===== src/rtl/bht2_update_ctrl_pkg.sv =====
// Shared definitions for the 2-bit branch-history table controller:
// FSM state encoding and named saturating-counter values.
package bht2_update_ctrl_pkg;

    localparam logic ST_SWEEP = 1'b0;
    localparam logic ST_RUN   = 1'b1;

    localparam logic [1:0] SNT = 2'b00;
    localparam logic [1:0] WNT = 2'b01;
    localparam logic [1:0] WT  = 2'b10;
    localparam logic [1:0] ST  = 2'b11;

    localparam logic [1:0] INIT_VAL_DEF = WNT;

endpackage


===== src/rtl/bht2_update_ctrl_if.sv =====
// Lookup, update and flush signal bundle of the branch-history table.
// master drives requests, slave (the controller) answers them.
interface bht2_update_ctrl_if #(
    parameter int IDX_W = 4
);
    import bht2_update_ctrl_pkg::*;

    logic             flush_req;
    logic             busy;
    logic             lkp_valid;
    logic [IDX_W-1:0] lkp_idx;
    logic             rsp_valid;
    logic [1:0]       rsp_cnt;
    logic             rsp_taken;
    logic             upd_valid;
    logic             upd_ready;
    logic [IDX_W-1:0] upd_idx;
    logic             upd_taken;

    modport master (
        output flush_req, lkp_valid, lkp_idx,
        output upd_valid, upd_idx, upd_taken,
        input  busy, rsp_valid, rsp_cnt,
        input  rsp_taken, upd_ready
    );

    modport slave (
        input  flush_req, lkp_valid, lkp_idx,
        input  upd_valid, upd_idx, upd_taken,
        output busy, rsp_valid, rsp_cnt,
        output rsp_taken, upd_ready
    );

endinterface


===== src/rtl/common_rtlrom_decinc2.sv =====
// 2-bit increment/decrement ROM; c flags carry (inc of 3)
// or borrow (dec of 0), q is the wrapped result.
module common_rtlrom_decinc2
    import bht2_update_ctrl_pkg::*;
(
    input  logic [1:0] d,
    input  logic       dec,
    output logic [1:0] q,
    output logic       c
);

    always_comb begin
        q = SNT;
        c = 1'b0;
        unique case ({dec, d})
            {1'b0, SNT}: q = WNT;
            {1'b0, WNT}: q = WT;
            {1'b0, WT }: q = ST;
            {1'b0, ST }: begin q = SNT; c = 1'b1; end
            {1'b1, SNT}: begin q = ST;  c = 1'b1; end
            {1'b1, WNT}: q = SNT;
            {1'b1, WT }: q = WNT;
            {1'b1, ST }: q = WT;
        endcase
    end

endmodule


===== src/rtl/bht2_update_ctrl.sv =====
// Branch-history table of 2-bit saturating counters with a
// sweep FSM, one-stage update pipeline and S1 lookup forwarding.
module bht2_update_ctrl
    import bht2_update_ctrl_pkg::*;
#(
    parameter int         ENTRIES  = 16,
    parameter int         IDX_W    = 4,
    parameter logic [1:0] INIT_VAL = INIT_VAL_DEF
) (
    input  logic             clk,
    input  logic             resetn,
    bht2_update_ctrl_if.slave bus
);

    localparam logic [IDX_W-1:0] LAST = IDX_W'(ENTRIES - 1);

    logic [1:0] mem [ENTRIES];

    logic             state_q, state_d;
    logic [IDX_W-1:0] ptr_q, ptr_d;
    logic             s1_vld_q, s1_vld_d;
    logic [IDX_W-1:0] s1_idx_q, s1_idx_d;
    logic             s1_tkn_q, s1_tkn_d;
    logic             rsp_vld_q, rsp_vld_d;
    logic [1:0]       rsp_cnt_q, rsp_cnt_d;

    logic [1:0] s1_old;
    logic [1:0] s1_q;
    logic       s1_c;
    logic [1:0] s1_new;
    logic       accept;

    assign s1_old = mem[s1_idx_q];

    common_rtlrom_decinc2 u_decinc (
        .d   (s1_old),
        .dec (!s1_tkn_q),
        .q   (s1_q),
        .c   (s1_c)
    );

    // carry/borrow means the counter was already at its limit
    assign s1_new = s1_c ? s1_old : s1_q;

    assign bus.busy      = (state_q == ST_SWEEP);
    assign bus.upd_ready = (state_q == ST_RUN) && !bus.flush_req;
    assign accept        = bus.upd_valid && bus.upd_ready;

    always_comb begin
        state_d = state_q;
        ptr_d   = ptr_q;
        if (state_q == ST_SWEEP) begin
            ptr_d = ptr_q + 1'b1;
            if (ptr_q == LAST) state_d = ST_RUN;
        end
        if (bus.flush_req) begin
            state_d = ST_SWEEP;
            ptr_d   = '0;
        end
    end

    always_comb begin
        s1_vld_d = accept;
        s1_idx_d = s1_idx_q;
        s1_tkn_d = s1_tkn_q;
        if (accept) begin
            s1_idx_d = bus.upd_idx;
            s1_tkn_d = bus.upd_taken;
        end
    end

    always_comb begin
        rsp_vld_d = bus.lkp_valid;
        rsp_cnt_d = rsp_cnt_q;
        if (bus.lkp_valid) begin
            if (state_q == ST_SWEEP)
                rsp_cnt_d = INIT_VAL;
            else if (s1_vld_q && s1_idx_q == bus.lkp_idx)
                rsp_cnt_d = s1_new;
            else
                rsp_cnt_d = mem[bus.lkp_idx];
        end
    end

    always_ff @(posedge clk or negedge resetn) begin
        if (!resetn) begin
            state_q   <= ST_SWEEP;
            ptr_q     <= '0;
            s1_vld_q  <= 1'b0;
            s1_idx_q  <= '0;
            s1_tkn_q  <= 1'b0;
            rsp_vld_q <= 1'b0;
            rsp_cnt_q <= SNT;
        end else begin
            state_q   <= state_d;
            ptr_q     <= ptr_d;
            s1_vld_q  <= s1_vld_d;
            s1_idx_q  <= s1_idx_d;
            s1_tkn_q  <= s1_tkn_d;
            rsp_vld_q <= rsp_vld_d;
            rsp_cnt_q <= rsp_cnt_d;
        end
    end

    // sweep write placed last so it wins a same-entry collision
    always_ff @(posedge clk) begin
        if (s1_vld_q) mem[s1_idx_q] <= s1_new;
        if (state_q == ST_SWEEP) mem[ptr_q] <= INIT_VAL;
    end

    assign bus.rsp_valid = rsp_vld_q;
    assign bus.rsp_cnt   = rsp_cnt_q;
    assign bus.rsp_taken = rsp_cnt_q[1];

endmodule


===== src/flat_wrapper.sv =====
// flat-port wrapper written by rule: the top's interface ports become plain ports
module bht2_update_ctrl_flat import bht2_update_ctrl_pkg::*;
#(
    parameter int         ENTRIES  = 16,
    parameter int         IDX_W    = 4,
    parameter logic [1:0] INIT_VAL = INIT_VAL_DEF
)
  (clk, resetn, bus_flush_req, bus_lkp_valid, bus_lkp_idx, bus_upd_valid, bus_upd_idx, bus_upd_taken, bus_busy, bus_rsp_valid, bus_rsp_cnt, bus_rsp_taken, bus_upd_ready);
  bht2_update_ctrl_if #(.IDX_W(IDX_W)) bus_i ();
  input  logic clk;
  input  logic resetn;
  input wire logic [$bits(bus_i.flush_req)-1:0] bus_flush_req;
  input wire logic [$bits(bus_i.lkp_valid)-1:0] bus_lkp_valid;
  input wire logic [$bits(bus_i.lkp_idx)-1:0] bus_lkp_idx;
  input wire logic [$bits(bus_i.upd_valid)-1:0] bus_upd_valid;
  input wire logic [$bits(bus_i.upd_idx)-1:0] bus_upd_idx;
  input wire logic [$bits(bus_i.upd_taken)-1:0] bus_upd_taken;
  output wire logic [$bits(bus_i.busy)-1:0] bus_busy;
  output wire logic [$bits(bus_i.rsp_valid)-1:0] bus_rsp_valid;
  output wire logic [$bits(bus_i.rsp_cnt)-1:0] bus_rsp_cnt;
  output wire logic [$bits(bus_i.rsp_taken)-1:0] bus_rsp_taken;
  output wire logic [$bits(bus_i.upd_ready)-1:0] bus_upd_ready;
  assign bus_i.flush_req = bus_flush_req;
  assign bus_i.lkp_valid = bus_lkp_valid;
  assign bus_i.lkp_idx = bus_lkp_idx;
  assign bus_i.upd_valid = bus_upd_valid;
  assign bus_i.upd_idx = bus_upd_idx;
  assign bus_i.upd_taken = bus_upd_taken;
  assign bus_busy = bus_i.busy;
  assign bus_rsp_valid = bus_i.rsp_valid;
  assign bus_rsp_cnt = bus_i.rsp_cnt;
  assign bus_rsp_taken = bus_i.rsp_taken;
  assign bus_upd_ready = bus_i.upd_ready;
  bht2_update_ctrl #(.ENTRIES(ENTRIES), .IDX_W(IDX_W), .INIT_VAL(INIT_VAL)) u_core (.clk(clk), .resetn(resetn), .bus(bus_i));
endmodule

===== config.mk =====
export PLATFORM = sky130hd
export DESIGN_NAME = bht2_update_ctrl_flat
export DESIGN_NICKNAME = d
export VERILOG_FILES = /design/src/rtl/bht2_update_ctrl_pkg.sv /design/src/rtl/bht2_update_ctrl_if.sv /design/src/rtl/common_rtlrom_decinc2.sv /design/src/rtl/bht2_update_ctrl.sv /design/src/flat_wrapper.sv
export SDC_FILE = /design/constraint.sdc
export NUM_CORES = 1
export LEC_CHECK = 0
export CAP_MARGIN = 20
export CORE_MARGIN = 1
export CORE_UTILIZATION = 52
export DETAILED_ROUTE_END_ITERATION = 8
export PLACE_DENSITY = 0.75
export SLEW_MARGIN = 20
export SYNTH_ARGS = -nofsm -noshare
export SYNTH_HDL_FRONTEND = slang
export SYNTH_SLANG_ARGS = --single-unit

===== constraint.sdc =====
create_clock -name clk -period 2.05 [get_ports clk]
set_input_delay 0.41 -clock clk [delete_from_list [all_inputs] [get_ports clk]]
set_output_delay 0.41 -clock clk [all_outputs]
set_load 0.01 [all_outputs]

==> flow_summary.yaml, run 1 <==
sta:
  rsz0062_at_grt: "true"
  max_slew_margin_pct: 60.37
  period_share_pct: 103.7
  tightestPinTransition_ns: 0.5926
  finalWorstPathRequiredPeriod_ns: 2.127
  setup_viol: 14
  slew_violations: 0
  fmax_mhz: 470.2
  finalHoldViolCount: 0
  fin_skew_ns: 0.009412
  hold_ws_ns: 0.4713
  fin_ws_ns: -0.07676
setup_path:
  r2r_cells: 6
  cp.required_ns: 2.26
  cp-start-kind: "flop"
  cp_max_fo: 17
  end_kind: "flop"
  worst-setup-path-type: "flop to flop"
  cp.arrival_ns: 2.33
synthesis:
  syn_inst: 269
  seq_area_frac_synth_pct: 38.17
  synth_nets: 287
  yosys_register_bits: 46
  syn_area_per_cell_um2: 9.651
  ys_warn_count: 0
  synthFlopType: "dfxtp_1"
  synth_edf_count: 0
  syn_area_mm2: 0.002596
  async_reset_ff_share_pct: 30.43
  yosysUniqueCellTypes: 43
placed_design:
  place.gp.congestion: 0.8792
  hpwl_mm: 4.629
  pre_cts_ws_ns: -0.4307
  port_buffers: 19
  dp.cells: 359
power_and_ir_drop:
  peakVddDrop_mv: 0.3665
  powerDensity_mw_per_mm2: 682.5
  p_leak_nw: 1.219
  finalPower_mw: 2.213
final_layout:
  nNetsFinal: 321
  stdcell_count: 370
  diodes: 0
  drive_gt1_share_pct: 27.06
  syn_to_final_growth_pct: 24.92
  fill_cells: 368
grt:
  grt_pass1_vias: 2233
  grt_first_pass_wirelength_mm: 11.02
  grt_overflow: 0
  grt_max_degree: 25
  grt_antenna_before_repair: 0
  grtUsageTotal_pct: 28.07
detailed_routing:
  drc: 0
  routed_wl_mm: 7.045
  ant_nets: 0
  num_vias: 2306
  dr.first_iter.drc_count: 157
  detail_route.vias_per_cell: 6.232
  dr.pass1.iters: 4
  route.detailed.wl_per_inst_um: 19.04
clocking:
  clk_latency_ns: 0.31
  cts_tree: "done"
  cts_buffers: 5
  clockBufferDepth: 2
  root_buffer: "clkbuf_8"
  cts.sinks: 46
  path_clk_slew_ns: 0.09
  htree_levels: 2
floorplanning:
  start_util_pct: 54.61
  die_x_um: 72.66
  die_y_um: 72.66
  ios: 20
  rows: 25
  dieArea_mm2: 0.005279
  core-area_mm2: 0.004755
outcome:
  status: "finished with violations"
  violations: "setup timing"
job:
  cap_violations: 0
hold_path:
  hp-class: "input pin to asynchronous set/reset pin"
==> flip-flops by register name, indices dropped and copies added (netlist names) <==
register	count
u_core.mem	32
u_core.ptr_q	4
u_core.s1_idx_q	4
u_core.bus.rsp_cnt	2
u_core.bus.rsp_valid	1
u_core.s1_tkn_q	1
u_core.s1_vld_q	1
u_core.state_q	1
==> cell type report <==
| cell class | instances | area, µm² | area share [%] |
|---|---|---|---|
| clock buffers | 7 | 86.33 | 2.662 |
| inverters | 6 | 22.52 | 0.6944 |
| multi-input cells | 199 | 1562 | 48.15 |
| flip-flops and latches | 46 | 992.2 | 30.59 |
| well taps | 67 | 83.83 | 2.585 |
| repair buffers | 45 | 496.7 | 15.32 |
==> synth_stat cells (all sizes together), types with 6 or more instances <==
cell | instances | area (µm²)
dfxtp | 32 | 640.6
o22ai | 12 | 75.07
inv | 6 | 22.52
clkbuf | 9 | 33.78
dfrtp | 14 | 350.3
nor2b | 6 | 37.54
nand3 | 10 | 50.05
buf | 9 | 63.81
o21ai | 12 | 93.84
mux4 | 17 | 382.9
a21oi | 23 | 115.1
nor2 | 31 | 116.4
nand2 | 30 | 112.6
==> per-stage QoR <==
stage	setup TNS (ns)	utilization [%]	cell area [µm²]
floorplan	0	-	2596
global placement	-0.6877	63.11	3000
detailed placement	-0.8816	63.11	3000
CTS	-0.005922	66.32	3153
global route	-1.743	68.21	3243
finish	-0.5195	68.21	3243
==> layout by cell type, fill, tap and decap left out, drive strengths merged, types with 3 or more instances in the layout <==
cell type and n:
dfxtp 32, dfrtp 14, xor2 5, o221ai 5, nor2b 6, buf 24, a21oi 23, nand2b 4
o32ai 3, o22ai 12, nor2 31, clkdlybuf4s50 18, inv 6, ha 4, clkbuf 8, mux2 5
mux4 17, mux2i 3, nand2 30, o21ai 12, nand3 10, nor3 5, a32oi 3
==> kinds of logic (layout without fill, tap and decap cells) <==
group | after synthesis | count (layout) | share of synthesized area [%]
XOR/XNOR | 7 | 7 | 2.361
multiplexers | 25 | 25 | 18.07
AND/OR/NAND/NOR | 96 | 96 | 16.92
buffers and inverters | 24 | 58 | 4.626
adder cells (fa/ha/maj) | 6 | 6 | 2.795
AO/OA/AOI/OAI | 65 | 65 | 17.06
flip-flops | 46 | 46 | 38.17
==> report_power, final <==
part / total (mW) / internal (mW) / switching [mW]
clock: 0.566 / 0.268 / 0.298
sequential: 1.05 / 0.972 / 0.0806
combinational: 0.595 / 0.309 / 0.286
==> layer usage <==
layer / GRT usage, % / vias to the layer above / share of wire (%)
met5: 0 / - / 0
met4: 11.76 / 0 / 2.0
met3: 6.077 / 15 / 7.6
met2: 46.63 / 115 / 50
met1: 35.50 / 1110 / 41
li1: - / 1066 / -
==> path summary, 6_finish.rpt <==
| path | start | to | slack, ns |
|---|---|---|---|
| min in group clk | u_core.mem[12][0] | u_core.mem[12][0] | 0.51 |
| max reg2reg | u_core.s1_idx_q[3] | u_core.mem[3][1] | -0.08 |
| min reg2reg | u_core.mem[12][0] | u_core.mem[12][0] | 0.51 |
| max in group asynchronous | resetn | u_core.state_q | 1.16 |
| max | u_core.s1_idx_q[3] | u_core.mem[3][1] | -0.08 |
| min | resetn | u_core.s1_tkn_q | 0.47 |
==> worst max-delay path, cell delays in order (launching register included) <==
cell	delay, ns
dfrtp_1	0.62
nor2b_1	0.32
nand2_1	0.12
and3_4	0.21
maj3_2	0.33
buf_12	0.17
a221oi_2	0.26
==> repair_timing <==
item,4_1_cts,5_1_grt
hold buffers,0,0
buffers inserted,2,0
pin swaps,3,9
gates cloned,1,1
gates resized for setup,5,14
endpoints found under the setup margin,7,36
Note: power is estimated with default switching activity, not from simulation.
==> run 2: changes to the inputs <==
Settings changed: MAX_ROUTING_LAYER from default to met4.
==> run 2 against run 1 <==
The flow still finishes with violations (setup timing). Global-route usage increased by 0.82 points. Clock skew increased by 0.0020 ns. Die area unchanged. Count of clock-buffer cells in the layout unchanged. Combinational power about the same. Sequential cell count unchanged. Non-clock buffer count unchanged. Highest routed layer unchanged.
==> flow_summary.yaml, run 2 (synthesis results as in run 1) <==
grt:
  grtUsageTotal_pct: 28.90
  grt_first_pass_wirelength_mm: 11.00
  grt_max_degree: 25
  grt_antenna_before_repair: 0
  grt_overflow: 0
  grt_pass1_vias: 2239
floorplanning:
  ios: 20
  dieArea_mm2: 0.005279
  die_x_um: 72.66
  rows: 25
  start_util_pct: 54.61
  core-area_mm2: 0.004755
  die_y_um: 72.66
detailed_routing:
  num_vias: 2301
  dr.pass1.iters: 4
  dr.first_iter.drc_count: 190
  routed_wl_mm: 7.055
  ant_nets: 0
  drc: 0
  route.detailed.wl_per_inst_um: 19.07
  detail_route.vias_per_cell: 6.219
sta:
  fin_ws_ns: -0.08803
  finalHoldViolCount: 0
  tightestPinTransition_ns: 0.5888
  rsz0062_at_grt: "true"
  setup_viol: 17
  max_slew_margin_pct: 60.62
  finalWorstPathRequiredPeriod_ns: 2.138
  fin_skew_ns: 0.01144
  slew_violations: 0
  period_share_pct: 104.3
  fmax_mhz: 467.7
outcome:
  status: "finished with violations"
  violations: "setup timing"
placed_design:
  place.gp.congestion: 0.8937
  pre_cts_ws_ns: -0.4307
  place_area_mm2: 0.003000
  port_buffers: 19
  dp.cells: 359
  hpwl_mm: 4.629
hold_path:
  hp-class: "input pin to asynchronous set/reset pin"
setup_path:
  worst-setup-path-type: "flop to flop"
  crit_start: "u_core.s1_idx_q[3]"
  cp.arrival_ns: 2.35
  cp.required_ns: 2.26
  cp-start-kind: "flop"
  cp_max_fo: 17
  r2r-start: "u_core.s1_idx_q[3]"
  end_kind: "flop"
power_and_ir_drop:
  p_leak_nw: 1.220
  peakVddDrop_mv: 0.3645
  finalPower_mw: 2.213
  powerDensity_mw_per_mm2: 683.3
clocking:
  cts_tree: "done"
  clk_latency_ns: 0.31
  clockBufferDepth: 2
  cts_buffers: 5
  root_buffer: "clkbuf_8"
  path_clk_slew_ns: 0.09
  cts.sinks: 46
  htree_levels: 2
final_layout:
  top_register: "u_core.mem"
  syn_to_final_growth_pct: 24.77
  largest_register_ffs: 32
  final_common_cell: "dfxtp_1"
  nNetsFinal: 321
  fin_util_pct: 68.13
  layout_common_cells: "dfxtp_1 (32), nor2_1 (31), nand2_1 (28)"
  top_regs: "u_core.mem x32, u_core.ptr_q x4, u_core.s1_idx_q x4"
  postLayoutCellArea_mm2: 0.003239
  diodes: 0
  stdcell_count: 370
  drive_gt1_share_pct: 26.73
job:
  cap_violations: 0
==> run 2: cell types whose count changed in the layout (fill, tap and decap cells not counted) <==
cell / change
a21oi_2: -1
a21oi_1: +1
==> run 2: stage by stage <==
stage / hold slack, ns / TNS [ns]
floorplan: 0.1144 / 0
global placement: 0.4665 / -0.6877
detailed placement: 0.4735 / -0.8816
CTS: 0.4906 / -0.005922
global route: 0.5220 / -2.081
finish: 0.4675 / -0.6274
==> run 2: path summary, 6_finish.rpt <==
path | end | slack, ns | cells after the start
worst max-delay path | u_core.mem[3][1] | -0.09 | 6
worst max register to register | u_core.mem[3][1] | -0.09 | 6
worst min register to register | u_core.mem[12][0] | 0.51 | 2
worst min-delay path | u_core.s1_tkn_q | 0.47 | 1
max in group asynchronous | u_core.state_q | 1.17 | 1
min in group clk | u_core.mem[12][0] | 0.51 | 2
==> run 2: worst max-delay path, stage by stage (launching register included) <==
cell	delay, ns
dfrtp_1	0.62
nor2b_1	0.33
nand2_1	0.13
and3_4	0.21
maj3_2	0.33
buf_12	0.16
a221oi_2	0.26
==> run 2: power by group <==
| group | switching (mW) | leakage (nW) | internal (mW) |
|---|---|---|---|
| Sequential | 0.0794 | 0.437 | 0.972 |
| Clock | 0.300 | 0.0443 | 0.268 |
| Combinational | 0.285 | 0.738 | 0.309 |
==> run 2: cell type report <==
| class | instances | area, µm² |
|---|---|---|
| Inverter | 6 | 22.52 |
| Timing Repair Buffer | 45 | 496.7 |
| Clock buffer | 7 | 86.33 |
| Fill cell | 369 | 1515 |
| Tap cell | 67 | 83.83 |
| Multi-Input combinational cell | 199 | 1558 |
| Sequential cell | 46 | 992.2 |
==> run 2: what timing repair did <==
action,CTS,global route
setup endpoints to repair,7,36
gates cloned,1,1
hold buffers,0,0
gates resized for setup,5,13
pin swaps,3,9
buffers inserted,2,0
==> run 2: routing by layer <==
| metal | global-route usage [%] | share of wire (%) |
|---|---|---|
| met5 | - | 0 |
| met4 | 11.76 | 3.4 |
| met3 | 6.077 | 8.1 |
| met2 | 46.83 | 48 |
| met1 | 35.24 | 40 |
==> run 3: changes to the inputs <==
Settings changed: CORE_UTILIZATION 52 to 25, PLACE_DENSITY 0.75 to 0.42.
==> run 3 against run 2 <==
The run still ends with setup timing left. Combinational power shrank 6.4%. Count of clock-buffer cells in the layout unchanged. Final cell count rose by 19%. Sequential power is essentially flat. Design area is 0.85% higher. Clock skew fell by 0.0034 ns. Wire length is 9.0% higher. Die area rose by 100%. Critical path type unchanged. Largest cell class unchanged. Highest routed layer unchanged.
==> flow_summary.yaml, run 3 (synthesis results as in run 1) <==
outcome:
  status: "finished with violations"
  violations: "setup timing"
sta:
  fin_ws_ns: -0.01939
  max_slew_margin_pct: 57.89
  setup_viol: 9
  tns_ns: -0.08899
  finalHoldViolCount: 0
  finalWorstPathRequiredPeriod_ns: 2.069
  rsz0062_at_grt: "true"
  fin_skew_ns: 0.008087
  slew_violations: 0
  tightestPinTransition_ns: 0.6297
  period_share_pct: 100.9
  fmax_mhz: 483.2
power_and_ir_drop:
  powerDensity_mw_per_mm2: 675.3
  p_leak_nw: 1.211
  intPower_mw: 1.534
  swShare_pct: 30.47
  peakVddDrop_mv: 0.2586
  combPwrFrac_pct: 25.2
  p_switching_mw: 0.6721
  p_seq_share_pct: 48.0
  pwr-share-clk_pct: 26.8
final_layout:
  layout_common_cells: "dfxtp_1 (32), nor2_1 (31), nand2_1 (29)"
  fin_util_pct: 32.97
  top_regs: "u_core.mem x32, u_core.ptr_q x4, u_core.s1_idx_q x4"
  syn_to_final_growth_pct: 25.83
  fill_cells: 1041
  largest_register_ffs: 32
  final_common_cell: "dfxtp_1"
  postLayoutCellArea_mm2: 0.003267
  multi_input_area_mm2: 0.001516
  drive_gt1_share_pct: 25.41
  regArea_um2: 991.0
  top_register: "u_core.mem"
  diodes: 0
  nNetsFinal: 324
detailed_routing:
  detail_route.vias_per_cell: 5.005
  ant_nets: 0
  dr.first_iter.drc_count: 173
  num_vias: 2202
  routed_wl_mm: 7.692
  drc: 0
  route.detailed.wl_per_inst_um: 17.48
  dr.pass1.iters: 4
floorplanning:
  dieArea_mm2: 0.01080
  rows: 36
  start_util_pct: 26.20
  die_x_um: 103.9
  core-area_mm2: 0.009910
  die_y_um: 103.9
  ios: 20
placed_design:
  place.gp.congestion: 0.8116
  hpwl_mm: 5.613
  place_area_mm2: 0.003108
  pre_cts_ws_ns: -0.4362
  port_buffers: 19
setup_path:
  cp.required_ns: 2.30
  cp.arrival_ns: 2.31
  end_kind: "flop"
  cp_max_fo: 13
  worst-setup-path-type: "flop to flop"
  cp-start-kind: "flop"
hold_path:
  hp-class: "input pin to asynchronous set/reset pin"
clocking:
  cts_buffers: 5
  clockBufferDepth: 2
  root_buffer: "clkbuf_8"
  cts.sinks: 46
  cts_tree: "done"
  postCtsHoldBufs: 0
  clk_latency_ns: 0.31
  path_clk_slew_ns: 0.08
  htree_levels: 2
grt:
  grtUsageTotal_pct: 15.16
  grt_overflow: 0
  grt_max_degree: 25
  grt_pass1_vias: 2167
  grt_first_pass_wirelength_mm: 12.25
  grt_antenna_before_repair: 0
job:
  cap_violations: 0
## run 3: timing repair
item                                    CTS  global route
buffers inserted                          2             0
endpoints found under the setup margin   14            33
pin swaps                                 1             2
resized for setup                         7             6
## run 3: through the flow
stage	std cells	power [mW]	hold WS, ns
4_1_cts	440	2.216	0.4989
3_3_place_gp	430	1.615	0.4665
6_report	440	2.206	0.4933
3_5_place_dp	430	1.612	0.4778
5_1_grt	440	2.321	0.5433
2_1_floorplan	269	1.367	0.1144
## run 3: layout make-up
cell class	count	area share, %
tap	133	5.094
clock buffer	7	2.643
multi-input combinational	199	46.42
inverter	6	0.6894
timing repair buffer	48	14.67
sequential	46	30.33
clock inverter	1	0.1532
## run 3: final timing paths
path | cells past startpoint | from | slack, ns | end
setup reg to reg | 8 | u_core.s1_idx_q[0] | -0.02 | u_core.mem[2][0]
max in group asynchronous | 1 | resetn | 1.16 | u_core.ptr_q[1]
min in group clk | 2 | u_core.mem[12][0] | 0.51 | u_core.mem[12][0]
hold / removal | 1 | resetn | 0.49 | u_core.bus.rsp_valid
hold reg to reg | 2 | u_core.mem[12][0] | 0.51 | u_core.mem[12][0]
setup / recovery | 8 | u_core.s1_idx_q[0] | -0.02 | u_core.mem[2][0]
## run 3: critical path, cell delays in order (launching register included)
cell     delay [ns]
dfrtp_1        0.39
buf_12         0.16
mux4_2         0.52
nand3_2        0.10
nand4_1        0.11
maj3_2         0.34
buf_12         0.16
buf_6          0.12
o21ai_2        0.10
## run 3: power groups by stage
stage	clock, mW	combinational [mW]	sequential (mW)
2_1_floorplan	0	0.336	1.03
5_1_grt	0.649	0.605	1.07
3_5_place_dp	0	0.536	1.08
3_3_place_gp	0	0.537	1.08
4_1_cts	0.608	0.552	1.06
6_report	0.591	0.556	1.06
## run 3: per-layer routing
| metal | vias up | wire, µm | global-route usage [%] |
|---|---|---|---|
| met1 | 1051 | 3739 | 20.86 |
| li1 | 1071 | - | - |
| met2 | 67 | 3383 | 21.52 |
| met5 | - | 0 | - |
| met4 | 0 | 176 | 6.020 |
| met3 | 13 | 393 | 3.321 |
==> edit (config.mk and constraints of run 3) <==
Make the reset (`resetn`) synchronous in one clocked block.
--- a/src/rtl/bht2_update_ctrl.sv
+++ b/src/rtl/bht2_update_ctrl.sv
@@ -82,7 +82,7 @@
         end
     end
 
-    always_ff @(posedge clk or negedge resetn) begin
+    always_ff @(posedge clk) begin
         if (!resetn) begin
             state_q   <= ST_SWEEP;
             ptr_q     <= '0;
Check against the original RTL: differs if resetn is asserted again (counterexample within 4 cycles, from zero or initial values and one cycle with resetn low); with resetn held inactive, the same outputs for 10 cycles.
==> edit against run 3 <==
The run still ends with negative setup slack left. Wire length rose by 1.1%. Area after synthesis fell by 1.1%. Sequential cell count rose by 4. Setup slack got worse by 0.11 ns. Final cell count did not move. Fmax fell by 5.2%. Cell area rose by 0.84%. Critical endpoint is now u_core.bus.rsp_cnt[1].
Power is not compared: it rests on default switching activity, and its combinational part moved more than twofold at a synthesized area within 25%.
==> edit: results (changes against run 3) <==
{| class="wikitable"
! Metric !! Value
|-
| Result of the run || finished with violations
|-
| Violated checks || negative setup slack
|-
| Worst-path fanout max || 17 (+4)
|-
| Overall routed net length || 7780 um (+1.1%)
|-
| 1st-iter DRT viols || 101 (-42%)
|-
| Registers with the highest flip-flop counts || u_core.mem: 32 flops, u_core.ptr_q: 4 flops, u_core.s1_idx_q: 4 flops
|-
| Average wire per cell in the routed design || 17.7 um (+1.1%)
|-
| Share of post-route cells with drive strength above 1 || 0.261 (+0.00651)
|-
| Clock skew after layout || 0.0104 ns (+0.00230 ns)
|-
| GRT Overall Usage || 0.162 (+0.0101)
|-
| Filler Cell Count || 1007 (-3.3%)
|-
| Routing usage on met2 || 0.257 (+0.0415)
|-
| Post-detailed-placement half-perimeter wirelength || 5880 um (+4.8%)
|-
| Net count after synthesis || 278 (-3.1%)
|-
| Depth of the CTS H-tree || 2 (unchanged)
|-
| Total CTS buffers || 5 (unchanged)
|-
| Global routing met1 resource utilization || 0.218 (+0.00981)
|-
| Number of placed instances, taps included || 429 (-0.23%)
|-
| Final net count || 324 (unchanged)
|-
| Setup WS pre-CTS || -0.374 ns (+0.0624 ns)
|-
| Share of synthesized area occupied by flip-flops and latches || 0.390 (+0.00818)
|-
| Total of warnings raised by yosys || 0 (unchanged)
|-
| CTS tree || built
|-
| Avg Inst Size Synth || 9.87 um2 (+2.3%)
|-
| Root Buffer || sky130_fd_sc_hd__clkbuf_8
|-
| Number of setup violations in the final report || 34 (+25)
|-
| First-pass detailed-route iteration total || 4 (unchanged)
|-
| Data required time at the worst endpoint || 2.25 ns (-0.05 ns)
|-
| Commonest cells post-synth || sky130_fd_sc_hd__dfxtp_1, sky130_fd_sc_hd__nand2_1, sky130_fd_sc_hd__a21oi_1, sky130_fd_sc_hd__mux4_2, sky130_fd_sc_hd__nand3_1
|-
| Number of global-route vias before repair || 2140 (-1.2%)
|-
| Peak VDD IR || 0.269 mV
|-
| Gp weighted congestion || 0.825 (+1.6%)
|-
| PnR worst setup slack || -0.132 ns (-0.113 ns)
|-
| Maximum number of pins on one net before global-route repair || 18 (-28%)
|-
| Class of the tightest hold or removal check || reg2reg
|-
| Number of distinct library cells after synthesis || 33 (-23%)
|-
| Wire length of the first global-routing pass || 12200 um (-0.51%)
|-
| Number of cells on the worst reg-to-reg path || 6 (-2)
|-
| Hold Path Cell Cnt || 2
|-
| Synth area leaders || sky130_fd_sc_hd__dfxtp_1, sky130_fd_sc_hd__mux4_2, sky130_fd_sc_hd__mux2i_1
|-
| Setup tns final || -2.89 ns (-2.80 ns)
|-
| Vias per std cell || 5.00 (-0.18%)
|-
| Diodes inserted || 0 (unchanged)
|-
| Met3 demand-to-capacity share in global routing || 0.0222 (-0.0110)
|-
| Post-place instance area || 3100 um2 (-0.12%)
|-
| Ys async rst share || 0 (-0.304)
|-
| Input/output buffers || 19 (unchanged)
|-
| Worst-margin pin slew || 0.546 ns (-0.0835 ns)
|}
[edit: kinds of logic after synthesis]
logic type / count (synthesis) / synth area share
AOI/OAI and AO/OA: 42 / 0.107
xor gates and xnor gates: 7 / 0.0239
adders and majority gates: 6 / 0.0283
DFF: 50 / 0.390
and+or+nand+nor: 100 / 0.189
muxes: 35 / 0.224
buffers and inverters: 20 / 0.0375
[edit: critical path, cell delays in order (launching register included)]
cell and delay, ns:
sky130_fd_sc_hd__dfxtp_4 0.42, sky130_fd_sc_hd__mux4_2 0.55, sky130_fd_sc_hd__a22oi_2 0.20, sky130_fd_sc_hd__nand3_2 0.14
sky130_fd_sc_hd__maj3_4 0.47, sky130_fd_sc_hd__mux2i_1 0.21, sky130_fd_sc_hd__o22ai_1 0.09
[edit: per-layer routing]
metal  wire length [um]  share of wire
met5                  0              0
met4                 27         0.0035
met3                283          0.036
met2               3800           0.49
met1               3670           0.47
[edit: per-stage QoR]
| stage | hold slack, ns | utilization |
|---|---|---|
| 2_1_floorplan | 0.458 | - |
| 3_3_place_gp | 0.487 | 0.315 |
| 3_5_place_dp | 0.496 | 0.315 |
| 4_1_cts | 0.511 | 0.325 |
| 5_1_grt | 0.544 | 0.334 |
| 6_report | 0.507 | 0.334 |
[edit: cell type report]
class	count	area (um2)	share of cell area
flip-flops and latches	50	1010	0.305
inverters	4	15.0	0.00456
multi-input cells	191	1540	0.467
clock inverters	1	5.00	0.00152
clock buffers	7	86.3	0.0262
repair buffers	54	477	0.145
well taps	133	166	0.0505
[edit: repair_timing]
action	4_1_cts	5_1_grt
pin swaps	0	7
gates cloned	0	1
setup buffers	0	2
endpoints found under the setup margin	34	35
gates resized for setup	3	17
[edit: path summary, 6_finish.rpt]
kind                         start               endpoint
max                      flip-flop  u_core.bus.rsp_cnt[1]
min          u_core.bus.rsp_cnt[1]  u_core.bus.rsp_cnt[1]
max reg2reg              flip-flop  u_core.bus.rsp_cnt[1]
min reg2reg  u_core.bus.rsp_cnt[1]  u_core.bus.rsp_cnt[1]
[edit: report_power, final]
group | total [mW] | internal [mW] | switching, mW
combinational | 0.135 | 0.0807 | 0.0547
sequential | 1.01 | 0.993 | 0.0212
clock | 0.605 | 0.273 | 0.331
total | 1.75 | 1.35 | 0.407
